==> src/rtl/tmds_video_sequencer_if.sv <==
// Pixel stream handshake between the frame-buffer reader (master) and the
// TMDS video sequencer (slave).
interface tmds_video_sequencer_if;
  logic [23:0] pix_data;
  logic        pix_valid;
  logic        pix_ready;

  modport master (output pix_data, output pix_valid, input pix_ready);
  modport slave  (input pix_data, input pix_valid, output pix_ready);
endinterface

==> src/rtl/tmds_video_sequencer.sv <==
// Raster timing and scheduling for three TMDS channel encoders: counters,
// syncs, VDE, control data with optional HDMI video preamble, pixel pull.
module tmds_video_sequencer #(
  parameter int H_ACTIVE     = 640,
  parameter int H_FP         = 16,
  parameter int H_SYNC       = 96,
  parameter int H_BP         = 48,
  parameter int V_ACTIVE     = 480,
  parameter int V_FP         = 10,
  parameter int V_SYNC       = 2,
  parameter int V_BP         = 33,
  parameter bit HSYNC_POL    = 1'b0,
  parameter bit VSYNC_POL    = 1'b0,
  parameter int PREAMBLE_EN  = 1,
  parameter int PREAMBLE_LEN = 8
) (
  input  logic                         clk,
  input  logic                         rst_n,
  input  logic                         en,
  tmds_video_sequencer_if.slave        pix,
  output logic                         vde,
  output logic [1:0]                   cd0,
  output logic [1:0]                   cd1,
  output logic [1:0]                   cd2,
  output logic [7:0]                   vd_b,
  output logic [7:0]                   vd_g,
  output logic [7:0]                   vd_r,
  output logic                         frame_start,
  output logic                         underflow,
  output logic                         busy
);

  localparam int H_TOTAL = H_SYNC + H_BP + H_ACTIVE + H_FP;
  localparam int V_TOTAL = V_SYNC + V_BP + V_ACTIVE + V_FP;
  localparam int HW      = $clog2(H_TOTAL);
  localparam int VW      = $clog2(V_TOTAL);

  // Preamble is only emitted when it fits entirely inside the back porch.
  localparam bit PRE_ON   = (PREAMBLE_EN != 0) && (PREAMBLE_LEN > 0) && (H_BP >= PREAMBLE_LEN);
  localparam int PRE_LEN  = PRE_ON ? PREAMBLE_LEN : 0;

  // Compare constants carry one extra bit so H_TOTAL == 2**HW cannot alias.
  localparam logic [HW:0] H_SYNC_END = (HW+1)'(H_SYNC);
  localparam logic [HW:0] H_ACT_LO   = (HW+1)'(H_SYNC + H_BP);
  localparam logic [HW:0] H_ACT_HI   = (HW+1)'(H_SYNC + H_BP + H_ACTIVE);
  localparam logic [HW:0] H_PRE_LO   = (HW+1)'(H_SYNC + H_BP - PRE_LEN);
  localparam logic [HW:0] H_LAST     = (HW+1)'(H_TOTAL - 1);
  localparam logic [VW:0] V_SYNC_END = (VW+1)'(V_SYNC);
  localparam logic [VW:0] V_ACT_LO   = (VW+1)'(V_SYNC + V_BP);
  localparam logic [VW:0] V_ACT_HI   = (VW+1)'(V_SYNC + V_BP + V_ACTIVE);
  localparam logic [VW:0] V_LAST     = (VW+1)'(V_TOTAL - 1);
  localparam logic [HW-1:0] H_ONE    = HW'(1);
  localparam logic [VW-1:0] V_ONE    = VW'(1);

  typedef enum logic [1:0] {
    ST_IDLE  = 2'd0,
    ST_RUN   = 2'd1,
    ST_DRAIN = 2'd2
  } state_t;

  state_t          state_r;
  state_t          state_nxt_s;
  logic [HW-1:0]   hcnt_r;
  logic [HW-1:0]   hcnt_nxt_s;
  logic [VW-1:0]   vcnt_r;
  logic [VW-1:0]   vcnt_nxt_s;
  logic [HW:0]     hpos_s;
  logic [VW:0]     vpos_s;
  logic            active_st_s;
  logic            h_sync_s;
  logic            v_sync_s;
  logic            h_act_s;
  logic            v_act_s;
  logic            h_pre_s;
  logic            frame_end_s;
  logic            pix_ready_s;
  logic            xfer_s;
  logic            hsync_s;
  logic            vsync_s;
  logic            preamble_s;

  // Raster region decode from the current counter position
  always_comb begin
    hpos_s      = {1'b0, hcnt_r};
    vpos_s      = {1'b0, vcnt_r};
    active_st_s = (state_r != ST_IDLE);
    h_sync_s    = (hpos_s < H_SYNC_END);
    v_sync_s    = (vpos_s < V_SYNC_END);
    h_act_s     = (hpos_s >= H_ACT_LO) && (hpos_s < H_ACT_HI);
    v_act_s     = (vpos_s >= V_ACT_LO) && (vpos_s < V_ACT_HI);
    h_pre_s     = PRE_ON && (hpos_s >= H_PRE_LO) && (hpos_s < H_ACT_LO);
    frame_end_s = (hpos_s == H_LAST) && (vpos_s == V_LAST);
    pix_ready_s = active_st_s && h_act_s && v_act_s;
    xfer_s      = pix_ready_s && pix.pix_valid;
    hsync_s     = (active_st_s && h_sync_s) ? HSYNC_POL : ~HSYNC_POL;
    vsync_s     = (active_st_s && v_sync_s) ? VSYNC_POL : ~VSYNC_POL;
    preamble_s  = active_st_s && v_act_s && h_pre_s;
  end

  assign pix.pix_ready = pix_ready_s;
  assign busy          = active_st_s;

  // Run/drain control; draining always finishes the current frame
  always_comb begin
    state_nxt_s = state_r;
    case (state_r)
      ST_IDLE: begin
        if (en) begin
          state_nxt_s = ST_RUN;
        end else begin
          state_nxt_s = ST_IDLE;
        end
      end
      ST_RUN, ST_DRAIN: begin
        if (en) begin
          state_nxt_s = ST_RUN;
        end else if (frame_end_s) begin
          state_nxt_s = ST_IDLE;
        end else begin
          state_nxt_s = ST_DRAIN;
        end
      end
      default: begin
        state_nxt_s = ST_IDLE;
      end
    endcase
  end

  // Raster counter advance, held at the origin while idle
  always_comb begin
    hcnt_nxt_s = hcnt_r;
    vcnt_nxt_s = vcnt_r;
    if (!active_st_s) begin
      hcnt_nxt_s = '0;
      vcnt_nxt_s = '0;
    end else if (hpos_s == H_LAST) begin
      hcnt_nxt_s = '0;
      if (vpos_s == V_LAST) begin
        vcnt_nxt_s = '0;
      end else begin
        vcnt_nxt_s = vcnt_r + V_ONE;
      end
    end else begin
      hcnt_nxt_s = hcnt_r + H_ONE;
      vcnt_nxt_s = vcnt_r;
    end
  end

  // State and raster counter registers
  always_ff @(posedge clk) begin
    if (!rst_n) begin
      state_r <= ST_IDLE;
      hcnt_r  <= '0;
      vcnt_r  <= '0;
    end else begin
      state_r <= state_nxt_s;
      hcnt_r  <= hcnt_nxt_s;
      vcnt_r  <= vcnt_nxt_s;
    end
  end

  // Encoder-facing outputs, one clock behind the raster position
  always_ff @(posedge clk) begin
    if (!rst_n) begin
      vde         <= 1'b0;
      cd0         <= {~VSYNC_POL, ~HSYNC_POL};
      cd1         <= 2'b00;
      cd2         <= 2'b00;
      vd_r        <= 8'h00;
      vd_g        <= 8'h00;
      vd_b        <= 8'h00;
      frame_start <= 1'b0;
      underflow   <= 1'b0;
    end else begin
      vde         <= pix_ready_s;
      cd0         <= {vsync_s, hsync_s};
      cd1         <= preamble_s ? 2'b01 : 2'b00;
      cd2         <= 2'b00;
      frame_start <= active_st_s && (hcnt_r == '0) && (vcnt_r == '0);
      if (xfer_s) begin
        vd_r <= pix.pix_data[23:16];
        vd_g <= pix.pix_data[15:8];
        vd_b <= pix.pix_data[7:0];
      end else begin
        vd_r <= 8'h00;
        vd_g <= 8'h00;
        vd_b <= 8'h00;
      end
      // Starved slots still advance the raster; the flag is sticky until idle.
      if (!active_st_s) begin
        underflow <= 1'b0;
      end else if (pix_ready_s && !pix.pix_valid) begin
        underflow <= 1'b1;
      end else begin
        underflow <= underflow;
      end
    end
  end

endmodule

==> src/flat_wrapper.sv <==
// flat-port wrapper written by rule: the top's interface ports become plain ports
module tmds_video_sequencer_flat 
#(
  parameter int H_ACTIVE     = 640,
  parameter int H_FP         = 16,
  parameter int H_SYNC       = 96,
  parameter int H_BP         = 48,
  parameter int V_ACTIVE     = 480,
  parameter int V_FP         = 10,
  parameter int V_SYNC       = 2,
  parameter int V_BP         = 33,
  parameter bit HSYNC_POL    = 1'b0,
  parameter bit VSYNC_POL    = 1'b0,
  parameter int PREAMBLE_EN  = 1,
  parameter int PREAMBLE_LEN = 8
)
  (clk, rst_n, en, vde, cd0, cd1, cd2, vd_b, vd_g, vd_r, frame_start, underflow, busy, pix_pix_data, pix_pix_valid, pix_pix_ready);
  tmds_video_sequencer_if pix_i ();
  input  logic clk;
  input  logic rst_n;
  input  logic en;
  output logic vde;
  output logic [1:0] cd0;
  output logic [1:0] cd1;
  output logic [1:0] cd2;
  output logic [7:0] vd_b;
  output logic [7:0] vd_g;
  output logic [7:0] vd_r;
  output logic frame_start;
  output logic underflow;
  output logic busy;
  input wire logic [$bits(pix_i.pix_data)-1:0] pix_pix_data;
  input wire logic [$bits(pix_i.pix_valid)-1:0] pix_pix_valid;
  output wire logic [$bits(pix_i.pix_ready)-1:0] pix_pix_ready;
  assign pix_i.pix_data = pix_pix_data;
  assign pix_i.pix_valid = pix_pix_valid;
  assign pix_pix_ready = pix_i.pix_ready;
  tmds_video_sequencer #(.H_ACTIVE(H_ACTIVE), .H_FP(H_FP), .H_SYNC(H_SYNC), .H_BP(H_BP), .V_ACTIVE(V_ACTIVE), .V_FP(V_FP), .V_SYNC(V_SYNC), .V_BP(V_BP), .HSYNC_POL(HSYNC_POL), .VSYNC_POL(VSYNC_POL), .PREAMBLE_EN(PREAMBLE_EN), .PREAMBLE_LEN(PREAMBLE_LEN)) u_core (.clk(clk), .rst_n(rst_n), .en(en), .pix(pix_i), .vde(vde), .cd0(cd0), .cd1(cd1), .cd2(cd2), .vd_b(vd_b), .vd_g(vd_g), .vd_r(vd_r), .frame_start(frame_start), .underflow(underflow), .busy(busy));
endmodule
==> config.mk <==
export PLATFORM = sky130hd
export DESIGN_NAME = tmds_video_sequencer_flat
export DESIGN_NICKNAME = d
export VERILOG_FILES = /design/src/rtl/tmds_video_sequencer_if.sv /design/src/rtl/tmds_video_sequencer.sv /design/src/flat_wrapper.sv
export SDC_FILE = /design/constraint.sdc
export NUM_CORES = 1
export LEC_CHECK = 0
export BUFFER_PORTS_ARGS = -buffer_cell sky130_fd_sc_hd__buf_2
export CORE_MARGIN = 5
export CORE_UTILIZATION = 54
export DETAILED_ROUTE_END_ITERATION = 12
export PLACE_DENSITY = 0.83
export SETUP_SLACK_MARGIN = 0.2
export SKIP_LAST_GASP = 1
export SYNTH_ARGS = -nofsm -noshare
export SYNTH_HDL_FRONTEND = slang
export SYNTH_SLANG_ARGS = --single-unit
==> constraint.sdc <==
create_clock -name clk -period 5.2 [get_ports clk]
set_clock_uncertainty 0.05 [all_clocks]
set_input_delay 0.52 -clock clk [delete_from_list [all_inputs] [get_ports clk]]
set_output_delay 0.52 -clock clk [all_outputs]
set_load 0.02 [all_outputs]
After elaboration in Yosys (flattened, before gate mapping) --
Cells that the tools add are included.
Word-level totals: output and inout bits 35, bits in registers 53, word-level logic and storage cells 58, input port bits 28
Operators by class: bitwise operators 2, $add $sub $neg 2, reductions and logical operators 23, mux-type cells 8, order comparisons 8, equality and inequality tests 4
Operator list (count):
- adder 10 x 1 -> 10 bit (second input constant) | 2
- == test 10 bit (second input constant) | 2
- greater-or-equal comparator 10 x 8 -> 1 bit (second input constant) | 2
- logical NOT 10 bit | 2
- less-than comparator 10 bit (second input constant) | 2
- logical AND 1 bit | 14
- greater-or-equal comparator 10 x 6 -> 1 bit (second input constant) | 1
- less-than comparator 10 x 2 -> 1 bit (second input constant) | 1
- less-than comparator 10 x 7 -> 1 bit (second input constant) | 1
- less-than comparator 10 x 8 -> 1 bit (second input constant) | 1
- 2-to-1 mux 10 bit | 1
- 2-to-1 mux 1 bit | 4
- 2-to-1 mux 2 bit | 2
- one-hot mux 2 bit (2 select lines) | 1
- AND reduction 2 bit | 2
- OR reduction 3 bit | 1
- == test 2 x 1 -> 1 bit (second input constant) | 1
- == test 2 bit (second input constant) | 1
- logical NOT 2 bit | 1
- inverter 1 bit | 2
- nonzero test 2 bit | 1
- OR reduction 2 bit | 1
- logical NOT 1 bit | 1

Longest topological paths before layout --
depth after elaboration 6, depth in mapped cells 7, mapped depth without buffers 6

Worst setup path before layout --
No wires, ideal clock.
kind reg2out, from reg u_core.vcnt_r[0], to out pix_pix_ready, data arrival time 1.352 ns, path buffers 1, required time 4.630 ns, slack 3.278 ns, stages on the path, launching flop included 6, path through dfxtp_1 ha_1 o41ai_2 a21oi_1 o2111a_2 buf_6
Between the ends: cells in the longest elaborated chain, start to end 3, elaborated cells on any way between the ends 4, classes of those cells order compare (2); reduce/logical (2)
Ends and longest elaborated chain:
- from (decl) | RTL line tmds_video_sequencer.sv:65 | logic [VW-1:0] vcnt_r;
- from (signal assigned) | RTL line tmds_video_sequencer.sv:158 | vcnt_r <= vcnt_nxt_s;
- greater-or-equal comparator 10 x 6 -> 1 bit or less-than comparator 10 bit (tied branches) | RTL line tmds_video_sequencer.sv:90 | v_act_s = (vpos_s >= V_ACT_LO) && (vpos_s < V_ACT_HI);
- logical AND 1 bit * | RTL line tmds_video_sequencer.sv:90
- logical AND 1 bit * | RTL line tmds_video_sequencer.sv:93 | pix_ready_s = active_st_s && h_act_s && v_act_s;
- to (decl) | RTL line flat_wrapper.sv:34 | output wire logic [$bits(pix_i.pix_ready)-1:0] pix_pix_ready;
Mark *: on every way between the ends. The rest lies on a longest branch, timed or not.

Worst setup path after layout --
from reg u_core.vcnt_r[6], to out pix_pix_ready
The elaborated chain is that of the path after synthesis.

==> results.txt <==
The flow ran to the end, and the final reports show no timing, DRC or antenna violations. TritonCTS built the clock tree. The period utilization is about half. The final period demand of the worst path came out at approximately 2.6 ns.

The synthesized netlist devotes approximately 7.0% of its cell area to compound gates. In the synthesized netlist the dominant register cell turns out to be dfxtp_1. The number of antenna violations at the first check in global routing is 0. The clock tree synthesis step divided the H-tree into 2 levels.

The clock transition time at the flip-flop clock pins of the worst setup and hold paths came out at roughly 0.09 ns. The number of hold buffers added after CTS was 0. The die extent in y came out at ~72 um. The proportion of register bits with asynchronous set or reset after synthesis is 0%. STA classifies the critical path startpoint as a flop. The number of placed cells counting well taps came out at about 310. Setup repair after global routing left no endpoint under its margin.

Synthesis produced a netlist whose cell count is ~220. Global routing finished with a remaining overflow of 0. The congestion estimate from routability-driven global placement came to about 0.83.

The number of ports placed on the die boundary is 63. The post-CTS setup-driven buffer insertion count came out at 0. The slew at the pin with the worst max-slew slack came out at 0.5978 ns.

The main combinational cell family by area after synthesis is simple AND/OR/NAND/NOR gates. The minimum setup slack among reg-to-reg paths is 3.16 ns. The post-placement setup slack is a little under 3 ns.

After the flow finishes, the layout carries non-filler instances totaling 320. Once layout is done, the placed cells without fillers occupy 2432 um^2. The total inserted antenna cells came out at 0. The number of global-route vias before repair was between 1,500 and 2,000.

Compared with the post-synthesis result, the final layout area differs by 17.25%. The clock reaches the later pin of the worst-skew pair after between 0.3 and 0.4 ns. The standard cell core area is 3689 um^2. The average cell area after synthesis is around 9.6 um^2.

The worst path arrival time came out at ~2.0 ns. The required time of the critical path is ~4.6 ns. The share of synthesized area in the top cell type comes to between 50% and 60%. VDD sags by at most between 0.2 and 0.25 mV. In this design, the largest share of critical-path delay is due to simple AND/OR/NAND/NOR gates. In this run, synthesis inferred 0 flip-flops with an integrated enable. The number of synthesis warnings came out at 0.

After synthesis, the cell types taking the most area are dfxtp_1 (50%), and3_1 (7.5%), nor2_1 (3.8%). The type of the worst setup path is flop to output port. The number of cells upsized or downsized after cts came out at 0. On the critical path, the stage with the largest delay is an instance of o2111a_2.

The HPWL reported at the end of detailed placement came out at ~3400 um. The final number of hold-violating endpoints came out at 0. In the routed design, unresolved DRC markers number 0.

The wire length of the first global-routing pass is roughly 7500 um. Of all nets on the critical path, the largest fanout is 27. In the layout the commonest cells are buf_2 (59), dfxtp_1 (52), and3_1 (25). Measured against the total synthesized area, the mux share comes to 0%.

The largest area contributor in the synthesized netlist is dfxtp_1. The clock passes through at most 2 buffers. The signal on the critical path passes through nor3_1 -> and4b_1 -> o2111a_2 -> buf_2.

The count of standard-cell rows came out at 22. Input and output buffers added on the ports amount to between 50 and 60. The average via count per standard cell is about 5.4.

In this run the critical register-to-register path is launched from u_core.hcnt_r[0]. After layout, the worst setup slack is 2.590 ns. The xor/xnor share of the synthesized area is between 5 and 6%. The floorplan step set the die width to about 72 um. The critical path crosses 4 cells after its start point. The worst register-to-register path has a depth of 5. The synthesized-area fraction occupied by adder cells is between 3 and 4%. The number of cells traversed by the worst hold path came out at 2. The basic-gate share of the synthesized area counting and, or, nand and nor cells is between 20% and 30%. The floorplan step defined a die boundary enclosing 5181 um^2. The tree built by TritonCTS fans out to 52 sinks. After detailed routing, the average wire length per cell comes to around 14 um. Global routing consumed, over all layers together, between 15 and 20% of the routing resources. The via count of the routed design is roughly 1,700. The number of library cell types mapped by synthesis came out at 38. The worst hold path class is primary input to flop. Once the floorplan was initialized, standard cells occupied a little under three fifths of the core. In this run, CTS created clock tree buffers numbering 5. The total buffers and inverters traversed by the critical path is 1.

The setup TNS came out at 0 ns. The highest achievable clock rate came out at 383.2 MHz. The final routed wirelength across all metal layers came out at approximately 4400 um. The violation count after the first detailed-route iteration came out at 76. The final count of pins violating max slew came to 0. The analysis attributes to cell leakage a power of ~0.0011 uW.

The flop and latch count out of synthesis came out at 52. The remaining antenna violation count after routing is 0. The end of the worst hold path is u_core.state_r[1].

The endpoint identified for the worst register-to-register timing path is u_core.vcnt_r[9]. The placed instance area is 2340 um^2. STA classifies the critical path endpoint as an output port.

In the final layout, the share of cells above drive strength 1 is 26.84%. The total iterations of the first detailed-routing run came out at 4. The worst hold path begins at en. The portion of the post-synthesis area used by sequential elements is about half. The worst slew margin relative to its limit is 60.14%. The post-synthesis instance area came out at slightly above 2000 um^2. The largest stage delay on the critical path is between 0.4 and 0.5 ns. In the final design database the tool counted ~310 nets. The largest net degree at the start of global routing came out at 28. The commonest non-fill, non-tap cell in the layout is buf_2.

The power per cell area came out at 272.3 nW/um^2. In this run the clock root is driven by a clkbuf_8. Across the run, the number of max-cap violations was 0. The number of endpoints failing setup at the final stage came out at 0.
==> state kept, by name (all words and copies together) (netlist names) <==
register,count
u_core.underflow,1
u_core.vcnt_r,10
u_core.cd0,2
u_core.vde,1
u_core.frame_start,1
u_core.vd_b,8
u_core.vd_r,8
u_core.state_r,2
u_core.cd1,1
u_core.vd_g,8
u_core.hcnt_r,10
==> cell usage after synthesis (2+ instances only) <==
master / n
inv_1: 7
o31ai_1: 4
xor2_1: 5
buf_6: 4
nand4_1: 5
clkbuf_1: 4
and3_1: 25
or3_1: 3
dfxtp_1: 52
nand3_1: 12
nor3_1: 7
a21oi_1: 7
and2_1: 3
ha_1: 6
xnor2_1: 7
nor2b_1: 2
o21ai_0: 2
buf_2: 3
nor4_1: 4
nand2_1: 12
nor2_1: 21
buf_4: 3
and4b_1: 2
or4_1: 3
==> worst max-delay path by stage <==
| stage | from | slack (ns) | endpoint |
|---|---|---|---|
| floorplan | u_core.vcnt_r[0] | 3.28 | pix_pix_ready |
| global placement | u_core.hcnt_r[5] | 3.00 | pix_pix_ready |
| detailed placement | u_core.vcnt_r[6] | 2.96 | pix_pix_ready |
| CTS | u_core.vcnt_r[6] | 2.61 | pix_pix_ready |
| global route | u_core.vcnt_r[1] | 2.46 | pix_pix_ready |
| finish | u_core.vcnt_r[6] | 2.59 | pix_pix_ready |
==> power by group <==
group	switching, uW	internal [uW]	total (uW)
Sequential	1.38	401	402
Clock	123	106	230
Combinational	17.9	12.7	30.6
==> through the flow <==
stage,hold WS (ns),utilization [%],power [uW]
floorplan,0.3914,-,429.3
global route,0.3582,65.94,690.9
detailed placement,0.4198,63.43,442.5
global placement,0.4062,63.43,441.6
CTS,0.3412,65.94,666.3
finish,0.3372,65.94,662.4
==> metal layers <==
| metal | wire (um) | global-route usage, % |
|---|---|---|
| met1 | 1804 | 21.19 |
| met2 | 2351 | 33.47 |
| met3 | 194 | 3.047 |
| met4 | 60 | 7.516 |
| met5 | 0 | 0 |
==> kinds of logic (layout without fill, tap and decap cells) <==
logic type,Yosys count,count (layout)
other,1,3
buffers and inverters,21,74
AO/OA/AOI/OAI,20,20
adder cells (fa/ha/maj),6,6
XOR/XNOR,12,12
flip-flops,52,52
AND/OR/NAND/NOR,105,105
==> layout make-up <==
cell class / count / area [um^2]
Clock buffer: 6 / 82.58
Clock inverter: 2 / 10.01
Fill cell: 312 / 1256
Inverter: 7 / 26.28
Multi-Input combinational cell: 146 / 917.1
Sequential cell: 52 / 1041
Tap cell: 48 / 60.06
Timing Repair Buffer: 59 / 295.3
Power figures use the tool's default switching activity.
